### src/rtl/play_ctrl_pkg.sv
// play_pkg: shared definitions for the playback sequencer.
//   - state_e     : sequencer state encoding (also driven on STATE)
//   - NOTE_REST   : note index that means "silence"
//   - song_start / song_end : song table for the shared note ROM
//       song0 0..138, song1 139..179, song2 180..219, song3 220..255
package play_pkg;

  typedef enum logic [1:0] {
    ST_IDLE  = 2'b00,
    ST_PLAY  = 2'b01,
    ST_PAUSE = 2'b10
  } state_e;

  localparam int unsigned NOTE_W    = 4;
  localparam logic [3:0]  NOTE_REST = 4'd0;

  // First ROM address of each song.
  function automatic logic [7:0] song_start(input logic [1:0] id);
    case (id)
      2'd0:    song_start = 8'd0;
      2'd1:    song_start = 8'd139;
      2'd2:    song_start = 8'd180;
      default: song_start = 8'd220;
    endcase
  endfunction

  // Last ROM address of each song; this note is still played.
  function automatic logic [7:0] song_end(input logic [1:0] id);
    case (id)
      2'd0:    song_end = 8'd138;
      2'd1:    song_end = 8'd179;
      2'd2:    song_end = 8'd219;
      default: song_end = 8'd255;
    endcase
  endfunction

endpackage

### src/rtl/play_ctrl_if.sv
// play_ctrl_if: key, ROM and status signals of the playback sequencer.
//   play_key/stop_key/next_key : single-cycle key pulses into the sequencer
//   rom_q    : note index from the synchronous note ROM (1-cycle latency)
//   rom_addr : ROM address from the sequencer
//   inx      : registered note index to the frequency-code block
//   mute     : 1 = silence speaker
//   song_id  : current song
//   state    : 00 IDLE, 01 PLAY, 10 PAUSE
// Modports: master = key source / ROM side, slave = play_ctrl.
interface play_ctrl_if
  import play_pkg::*;
#(
  parameter int unsigned ADDR_W = 8,
  parameter int unsigned SONG_W = 2
);

  logic              play_key;
  logic              stop_key;
  logic              next_key;
  logic [NOTE_W-1:0] rom_q;
  logic [ADDR_W-1:0] rom_addr;
  logic [NOTE_W-1:0] inx;
  logic              mute;
  logic [SONG_W-1:0] song_id;
  logic [1:0]        state;

  modport master (
    output play_key, stop_key, next_key, rom_q,
    input  rom_addr, inx, mute, song_id, state
  );

  modport slave (
    input  play_key, stop_key, next_key, rom_q,
    output rom_addr, inx, mute, song_id, state
  );

endinterface

### src/rtl/play_ctrl_beat_gen.sv
// beat_gen: beat prescaler. Counts 0..DIV-1 while enabled, holds its value
// while disabled, and clears when clr_i is high (clear wins over enable).
// Ports:
//   clk, rst_n : clock, asynchronous active-low reset
//   en_i       : count enable
//   clr_i      : synchronous clear
//   tick_o     : high for one cycle while the count sits at DIV-1 and is enabled
module beat_gen #(
  parameter int unsigned DIV = 250000
) (
  input  logic clk,
  input  logic rst_n,
  input  logic en_i,
  input  logic clr_i,
  output logic tick_o
);

  localparam int unsigned   CNT_W   = (DIV > 1) ? $clog2(DIV) : 1;
  localparam logic [CNT_W-1:0] CNT_MAX = CNT_W'(DIV - 1);

  logic [CNT_W-1:0] cnt_q, cnt_d;

  always_comb begin
    cnt_d = cnt_q;
    if (clr_i) begin
      cnt_d = '0;
    end else if (en_i) begin
      cnt_d = (cnt_q == CNT_MAX) ? '0 : cnt_q + 1'b1;
    end
  end

  always_ff @(posedge clk or negedge rst_n) begin
    if (!rst_n) cnt_q <= '0;
    else        cnt_q <= cnt_d;
  end

  assign tick_o = en_i && (cnt_q == CNT_MAX);

endmodule

### src/rtl/play_ctrl.sv
// play_ctrl: PLAY/PAUSE/STOP/NEXT playback sequencer for the note ROM.
// Ports:
//   clk   : system clock (CLK_HZ)
//   rst_n : asynchronous active-low reset
//   bus   : play_ctrl_if.slave (keys, ROM address/data, INX, MUTE, SONG_ID, STATE)
// Build option: define AUTO_LOOP_EN to restart the current song at its end
// instead of returning to IDLE.
module play_ctrl
  import play_pkg::*;
#(
  parameter int unsigned CLK_HZ    = 1000000,
  parameter int unsigned BEAT_HZ   = 4,
  parameter int unsigned ADDR_W    = 8,
  parameter int unsigned NUM_SONGS = 4,
  parameter int unsigned GAP_CYC   = 20000
) (
  input logic        clk,
  input logic        rst_n,
  play_ctrl_if.slave bus
);

  localparam int unsigned SONG_W = (NUM_SONGS > 1) ? $clog2(NUM_SONGS) : 1;
  localparam int unsigned GAP_W  = $clog2(GAP_CYC + 1);
  localparam logic [GAP_W-1:0] GAP_LOAD = GAP_W'(GAP_CYC);

  state_e            state_q, state_d;
  logic [SONG_W-1:0] song_q, song_d, next_song;
  logic [ADDR_W-1:0] addr_q, addr_d, start_addr;
  logic [NOTE_W-1:0] inx_q, inx_d;
  logic [GAP_W-1:0]  gap_q, gap_d;
  logic              presc_clr;
  logic              beat_tick;

  beat_gen #(
    .DIV (CLK_HZ / BEAT_HZ)
  ) u_beat_gen (
    .clk    (clk),
    .rst_n  (rst_n),
    .en_i   (state_q == ST_PLAY),
    .clr_i  (presc_clr),
    .tick_o (beat_tick)
  );

  // Keys are decoded STOP > NEXT > PLAY and any key masks the beat tick.
  // In PLAY, INX reloads from ROM_Q every cycle: ROM_Q reflects the address
  // of the previous cycle, so a new address reaches INX two edges later.
  always_comb begin
    state_d    = state_q;
    song_d     = song_q;
    addr_d     = addr_q;
    inx_d      = inx_q;
    gap_d      = gap_q;
    presc_clr  = 1'b0;
    start_addr = ADDR_W'(song_start(song_q));
    next_song  = song_q + 1'b1;

    unique case (state_q)
      ST_PLAY: begin
        inx_d = bus.rom_q;
        if (gap_q != '0) gap_d = gap_q - 1'b1;
      end
      ST_IDLE: begin
        inx_d     = NOTE_REST;
        presc_clr = 1'b1;
      end
      default: ;
    endcase

    if (bus.stop_key) begin
      state_d   = ST_IDLE;
      addr_d    = start_addr;
      inx_d     = NOTE_REST;
      gap_d     = '0;
      presc_clr = 1'b1;
    end else if (bus.next_key) begin
      song_d    = next_song;
      addr_d    = ADDR_W'(song_start(next_song));
      presc_clr = 1'b1;
      if (state_q == ST_PLAY) begin
        gap_d = GAP_LOAD;
      end else if (state_q == ST_PAUSE) begin
        state_d = ST_IDLE;
        inx_d   = NOTE_REST;
        gap_d   = '0;
      end
    end else if (bus.play_key) begin
      unique case (state_q)
        ST_IDLE: begin
          state_d = ST_PLAY;
          gap_d   = GAP_LOAD;
        end
        ST_PLAY: begin
          state_d = ST_PAUSE;
          inx_d   = inx_q;
        end
        default: state_d = ST_PLAY;
      endcase
    end else if (beat_tick) begin
      if (addr_q != ADDR_W'(song_end(song_q))) begin
        addr_d = addr_q + 1'b1;
        gap_d  = GAP_LOAD;
      end else begin
`ifdef AUTO_LOOP_EN
        addr_d = start_addr;
        gap_d  = GAP_LOAD;
`else
        state_d = ST_IDLE;
        addr_d  = start_addr;
        inx_d   = NOTE_REST;
        gap_d   = '0;
`endif
      end
    end
  end

  always_ff @(posedge clk or negedge rst_n) begin
    if (!rst_n) begin
      state_q <= ST_IDLE;
      song_q  <= '0;
      addr_q  <= ADDR_W'(song_start(2'd0));
      inx_q   <= NOTE_REST;
      gap_q   <= '0;
    end else begin
      state_q <= state_d;
      song_q  <= song_d;
      addr_q  <= addr_d;
      inx_q   <= inx_d;
      gap_q   <= gap_d;
    end
  end

  assign bus.rom_addr = addr_q;
  assign bus.inx      = inx_q;
  assign bus.song_id  = song_q;
  assign bus.state    = state_q;
  assign bus.mute     = (state_q != ST_PLAY) || (gap_q != '0);

endmodule

### src/flat_wrapper.sv
// flat-port wrapper written by rule: the top's interface ports become plain ports
module play_ctrl_flat import play_pkg::*;
#(
  parameter int unsigned CLK_HZ    = 1000000,
  parameter int unsigned BEAT_HZ   = 4,
  parameter int unsigned ADDR_W    = 8,
  parameter int unsigned NUM_SONGS = 4,
  parameter int unsigned GAP_CYC   = 20000
)
  (clk, rst_n, bus_play_key, bus_stop_key, bus_next_key, bus_rom_q, bus_rom_addr, bus_inx, bus_mute, bus_song_id, bus_state);
  play_ctrl_if #(.ADDR_W(ADDR_W), .SONG_W(2)) bus_i ();
  input logic clk;
  input logic rst_n;
  input wire logic [$bits(bus_i.play_key)-1:0] bus_play_key;
  input wire logic [$bits(bus_i.stop_key)-1:0] bus_stop_key;
  input wire logic [$bits(bus_i.next_key)-1:0] bus_next_key;
  input wire logic [$bits(bus_i.rom_q)-1:0] bus_rom_q;
  output wire logic [$bits(bus_i.rom_addr)-1:0] bus_rom_addr;
  output wire logic [$bits(bus_i.inx)-1:0] bus_inx;
  output wire logic [$bits(bus_i.mute)-1:0] bus_mute;
  output wire logic [$bits(bus_i.song_id)-1:0] bus_song_id;
  output wire logic [$bits(bus_i.state)-1:0] bus_state;
  assign bus_i.play_key = bus_play_key;
  assign bus_i.stop_key = bus_stop_key;
  assign bus_i.next_key = bus_next_key;
  assign bus_i.rom_q = bus_rom_q;
  assign bus_rom_addr = bus_i.rom_addr;
  assign bus_inx = bus_i.inx;
  assign bus_mute = bus_i.mute;
  assign bus_song_id = bus_i.song_id;
  assign bus_state = bus_i.state;
  play_ctrl #(.CLK_HZ(CLK_HZ), .BEAT_HZ(BEAT_HZ), .ADDR_W(ADDR_W), .NUM_SONGS(NUM_SONGS), .GAP_CYC(GAP_CYC)) u_core (.clk(clk), .rst_n(rst_n), .bus(bus_i));
endmodule
### config.mk
export PLATFORM = sky130hd
export DESIGN_NAME = play_ctrl_flat
export DESIGN_NICKNAME = d
export VERILOG_FILES = /design/src/rtl/play_ctrl_pkg.sv /design/src/rtl/play_ctrl_if.sv /design/src/rtl/play_ctrl_beat_gen.sv /design/src/rtl/play_ctrl.sv /design/src/flat_wrapper.sv
export SDC_FILE = /design/constraint.sdc
export NUM_CORES = 1
export LEC_CHECK = 0
export ABC_AREA = 1
export CORE_ASPECT_RATIO = 0.9
export CORE_MARGIN = 1.5
export CORE_UTILIZATION = 60
export CTS_CLUSTER_SIZE = 16
export DETAILED_ROUTE_END_ITERATION = 8
export PLACE_DENSITY_LB_ADDON = 0.12
export SLEW_MARGIN = 15
export SYNTH_ARGS = -nofsm -noshare
export SYNTH_HDL_FRONTEND = slang
export SYNTH_HIERARCHICAL = 1
export SYNTH_SLANG_ARGS = --single-unit
### constraint.sdc
create_clock -name clk -period 3.2 [get_ports clk]
set_input_delay 0.8 -clock clk [delete_from_list [all_inputs] [get_ports clk]]
set_output_delay 0.8 -clock clk [all_outputs]
set_load 0.05 [all_outputs]
After elaboration in Yosys (flattened, before gate mapping)
Index checks and enable logic that the tools add are counted.
Widths: inputs -> output; s select.
Operators by class
  add/subtract/negate cells: 4
  $mul: 0
  divide/modulo/power cells: 0
  order comparisons: 0
  eq/ne operators: 14
  shift operators: 0
  mux-type cells: 45
  bitwise logic cells: 1
  reductions and logical operators: 12
Operator list (count)
  $mux 15: 10
  $mux 8: 9
  $mux 18: 3
  $pmux 8 s3: 2
  $mux 4: 8
  $pmux 7 s3: 1
  $add 18x1->18 const B: 1
  $eq 18x18->1 const B: 1
  $mux 2: 8
  $reduce_bool 15->1: 1
  $sub 15x1->15 const B: 1
  $add 8x1->8 const B: 1
  $ne 4x4->1 const B: 2
  $ne 8x8->1: 1
  $pmux 4 s2: 1
  $eq 2x1->1 const B: 3
  $eq 2x2->1 const B: 3
  $logic_not 2->1: 3
  $reduce_and 2->1: 2
  $reduce_and 4->1: 1
  $reduce_bool 4->1: 1
  $mux 1: 3
  $ne 3x1->1 const B: 1
  $ne 3x2->1 const B: 1
  other kinds (8): 8
Storage, ports and cells
  register bits after elaboration: 49
  latch bits: 0
  bits in writable memories: 0
  memory bits (read-only): 0
  bits of input ports: 9
  output and inout port bits: 17
  logic and storage cells: 82
  memories kept: 0

Depth between registers and ports, before layout
  word-level depth: 12
  depth in mapped cells: 13

By module
Netlist, hierarchy kept.
Modules (own cells, without submodules)
  play_ctrl: times used 1, cells each 391, area an instance 2518.7 um2, sequential area each 775.7 um2
  beat_gen: times used 1, cells each 158, area an instance 1144.8 um2, sequential area each 450.4 um2

Worst setup path before layout
Ideal clock, no wire load.
  kind: register to register
  start: reg u_core.state_q[1] (netlist: u_core/bus.state[1])
  end: reg u_core.addr_q[3] (netlist: u_core/bus.rom_addr[3])
  setup time: 0.121 ns
  arrival time: 2.510 ns
  data required time: 3.079 ns
  slack: 0.569 ns
  cell stages (with the launch flop): 13
  buffers on the path: 2
  period minus slack after synthesis: 2.631 ns
  path through: dfrtp_1 > buf_2 > inv_2 > nand2_1 > inv_2 > buf_4 > inv_1 > nor3_1 > a21oi_4 > inv_2 > nand3b_1 > nor2_1 > a21oi_1
On the way
  longest elaborated chain between the ends: 4
RTL lines
  from (decl): RTL line play_ctrl.sv:26  | state_e state_q, state_d;
  from (signal assigned): RTL line play_ctrl.sv:124  | state_q <= state_d;
  $eq 2x1->1: RTL line play_ctrl.sv:39  | .en_i (state_q == ST_PLAY),
  $logic_and 1x1->1: RTL line play_ctrl_beat_gen.sv:37  | assign tick_o = en_i && (cnt_q == CNT_MAX);
  named net u_core.beat_tick: RTL line play_ctrl.sv:32  | logic beat_tick;
  $reduce_bool 3->1 (no line)
  $reduce_and 2->1 (no line)
  to (signal assigned): RTL line play_ctrl.sv:120  | addr_q <= ADDR_W'(song_start(2'd0));
  to (signal assigned): RTL line play_ctrl.sv:126  | addr_q <= addr_d;
  to (decl): RTL line play_ctrl.sv:28  | logic [ADDR_W-1:0] addr_q, addr_d, start_addr;
The timed path passes the listed nets, and every way through them passes these cells.
A chain may end at the register's enable or synchronous reset.

Worst setup path in the final report
  start: reg u_core.gap_q[0]
  end: out bus_mute
On the way
  longest elaborated chain between the ends: 2
RTL lines
  from (decl): RTL line play_ctrl.sv:30  | logic [GAP_W-1:0] gap_q, gap_d;
  from (signal assigned): RTL line play_ctrl.sv:128  | gap_q <= gap_d;
  $reduce_bool 15->1: RTL line play_ctrl.sv:136  | assign bus.mute = (state_q != ST_PLAY) || (gap_q != '0);
  $logic_or 1x1->1: RTL line play_ctrl.sv:136
  to (decl): RTL line flat_wrapper.sv:20  | output wire logic [$bits(bus_i.mute)-1:0] bus_mute;
No other way between the ends.

==> metrics.txt <==
status complete, but fails checks; failing checks DRC; PwrDens 608 nW/um2; compound-gate portion of the synthesized area 7.14%; ANT nets after route 0; Seq/Total Area, Yosys 33.5%; FF+latch count, synth 49; CP required 2.40 ns; # port buffers 25; largest net degree at the start of global routing 50; Final Hold Viols 0; Row Count 26; WP buf/inv 2; vias per cell 5.44; die width 85.4 um; Leak 1.98 nW; violation count after the first detailed-route iteration 229; commonest non-fill, non-tap cell in the layout nand2_1; most used cell along the critical path nand3_1; I/O pin count 26; first-pass GRT wire length 14300 um; simple-gate share of the synthesized area 43.4%; clock skew 0.0104 ns; Final Cycle Share 93.9%; VDD IR max 0.347 mV; Cell Chain, Critical Path inv_1 > ha_1 > nand3_1 > nor2_2 > nand3_1 > clkdlybuf4s50_1; maxcap violations 0; Hold WC Path Type reg2reg; YS warnings 6; Total GRT Usage 26.4%; first-pass iteration count of the detailed router 7; Max transition margin 57.3%; commonest cells after routing, fill and taps aside 167 x nand2_1, 75 x nor2_1, 55 x inv_1; Post-Syn Instances 549; Mapped Avg Cell Area 6.67 um2; grt ovf 0; H-tree levels 2; placed insts 642; unrepaired setup endpoints after global routing no; Die Footprint 6580 um2; Hold WS 0.514 ns; post-synthesis mux area share 0.273%; Clock Root Buffer clkbuf_8; setup TNS 0 ns; Yosys cell types 36; routed vias 3532; share of post-route cells with drive strength above 1 11.2%; TritonCTS clock tree built; Setup CP Type reg2out; # DRC 2; Slowest-stage cell, CP clkdlybuf4s50_1; area grow syn2layout 11.4%; Starting Density 63.3%; Die H 77.1 um; CP peak stage delay 0.71 ns; Area after DPL 3980 um2; final net count 599; setup bufs post-CTS 0; placer congestion estimate 0.960; hold buffer count at CTS 0; clk slew on worst S/H paths 0.09 ns; final cell count without fillers 649; worst path arrival time 2.21 ns; initial antenna violation count 0; Critical Path Fanout Max 6; final core occ 70.5%; syn_nets 569; DR WL/cell 12.9 um; fmax 333 MHz; synthesized area 3660 um2; Critical Path Source Type flip-flop; min Tclk post-route 3.01 ns; Synth top area share 33.5%; area leader, netlist dfrtp_1; Critical Path Sink Type primary output; DPL Wire Length 6280 um; core outline area 5790 um2; top cells by area, synth dfrtp_1 33%, nand2_1 17%, nor2_1 7.7%, nand3_1 6.7%, inv_1 5.6%; Num CTS Buffers 5; Slew @ Worst Pin 0.634 ns; clk sinks 49; vias in the first global route 3260; total routed wirelength 8370 um; worst skew pair latency 0.30 ns; Crit path max-delay family buffers and inverters; Adder-Cell Fraction of Synth Area 3.76%; largest family of logic cells by synthesized area simple AND/OR/NAND/NOR gates; final instance area 4080 um2; Slew Viols, Final 0; Post-Synth XOR/XNOR Area 3.59%; Antenna Cells 0; Post-CTS Resized 0; clock buffer depth 2; Final setup viols 0
-- metrics by stage --
step	setup WS [ns]	power, mW
final	0.195	2.48
after global routing	0.0982	2.64
after global placement	0.483	2.01
after detailed placement	0.379	2.03
after CTS	0.206	2.47
after floorplan	0.569	1.71
-- cells in the mapped netlist (all sizes together) --
cell and n:
a21oi 19, a221oi 1, a31oi 1, and2 2, buf 5, clkbuf 1
dfrtp 49, ha 11, inv 68, mux2i 1, nand2 175, nand3 51
nand3b 3, nand4 12, nor2 101, nor3 11, o21ai 20, o21bai 1
o221ai 1, o22ai 1, xnor2 5, xor2 10
-- area by class of cell --
type                       instances  area [um2]
clock buffer                       5        68.8
tap                               70        87.6
sequential                        49        1230
fill                             506        1710
clock inverter                     2        35.0
multi-input combinational        426        2130
timing repair buffer              29         275
inverter                          68         255
-- cells by family (layout without fill, tap and decap cells) --
kind of cell,Yosys count,in the layout
flops,49,49
mux,1,1
simple gates,355,355
fa+ha+maj,11,11
compound gates,44,44
xor+xnor,15,15
buf+inv,74,104
-- sequential cells by signal, summed over array words and instances (netlist names) --
name	count
u_core/u_beat_gen/cnt_q	18
u_core/bus.inx	4
u_core/bus.state	2
u_core/bus.song_id	2
u_core/bus.rom_addr	8
u_core/gap_q	15
-- power by group --
part | switching (mW) | leakage [nW] | total, mW | internal, mW
clock network | 0.207 | 0.0540 | 0.435 | 0.228
registers | 0.132 | 0.655 | 0.824 | 0.693
logic | 0.830 | 1.27 | 1.22 | 0.390
total | 1.17 | 1.98 | 2.48 | 1.31
-- layer usage --
metal | global-route usage [%] | part of all wire [%] | up-vias
li1 | - | - | 1798
met1 | 35.9 | 47 | 1653
met2 | 44.0 | 48 | 75
met3 | 4.20 | 4.2 | 6
met4 | 6.29 | 0.65 | 0
met5 | 0 | 0 | -
-- worst paths after layout --
path | start | endpoint | slack [ns] | depth (start not counted)
hold / removal | u_core/bus.inx[0]$_DFFE_PN0P_ | u_core/bus.inx[0]$_DFFE_PN0P_ | 0.51 | 2
min in group asynchronous | rst_n | u_core/bus.rom_addr[0]$_DFFE_PN0P_ | 0.59 | 2
setup reg to reg | u_core/bus.state[1]$_DFFE_PN0P_ | u_core/gap_q[5]$_DFF_PN0_ | 0.83 | 11
max in group asynchronous | rst_n | u_core/gap_q[13]$_DFF_PN0_ | 2.19 | 2
setup / recovery | u_core/gap_q[0]$_DFF_PN0_ | bus_mute | 0.19 | 6
hold reg to reg | u_core/bus.inx[0]$_DFFE_PN0P_ | u_core/bus.inx[0]$_DFFE_PN0P_ | 0.51 | 2
-- worst min-delay path, delay by kind of cell, from the launching register on --
family / cells / cell delay [ns]
simple gates: 2 / 0.12
flops: 1 / 0.37
(Power assumes the default switching activity.)
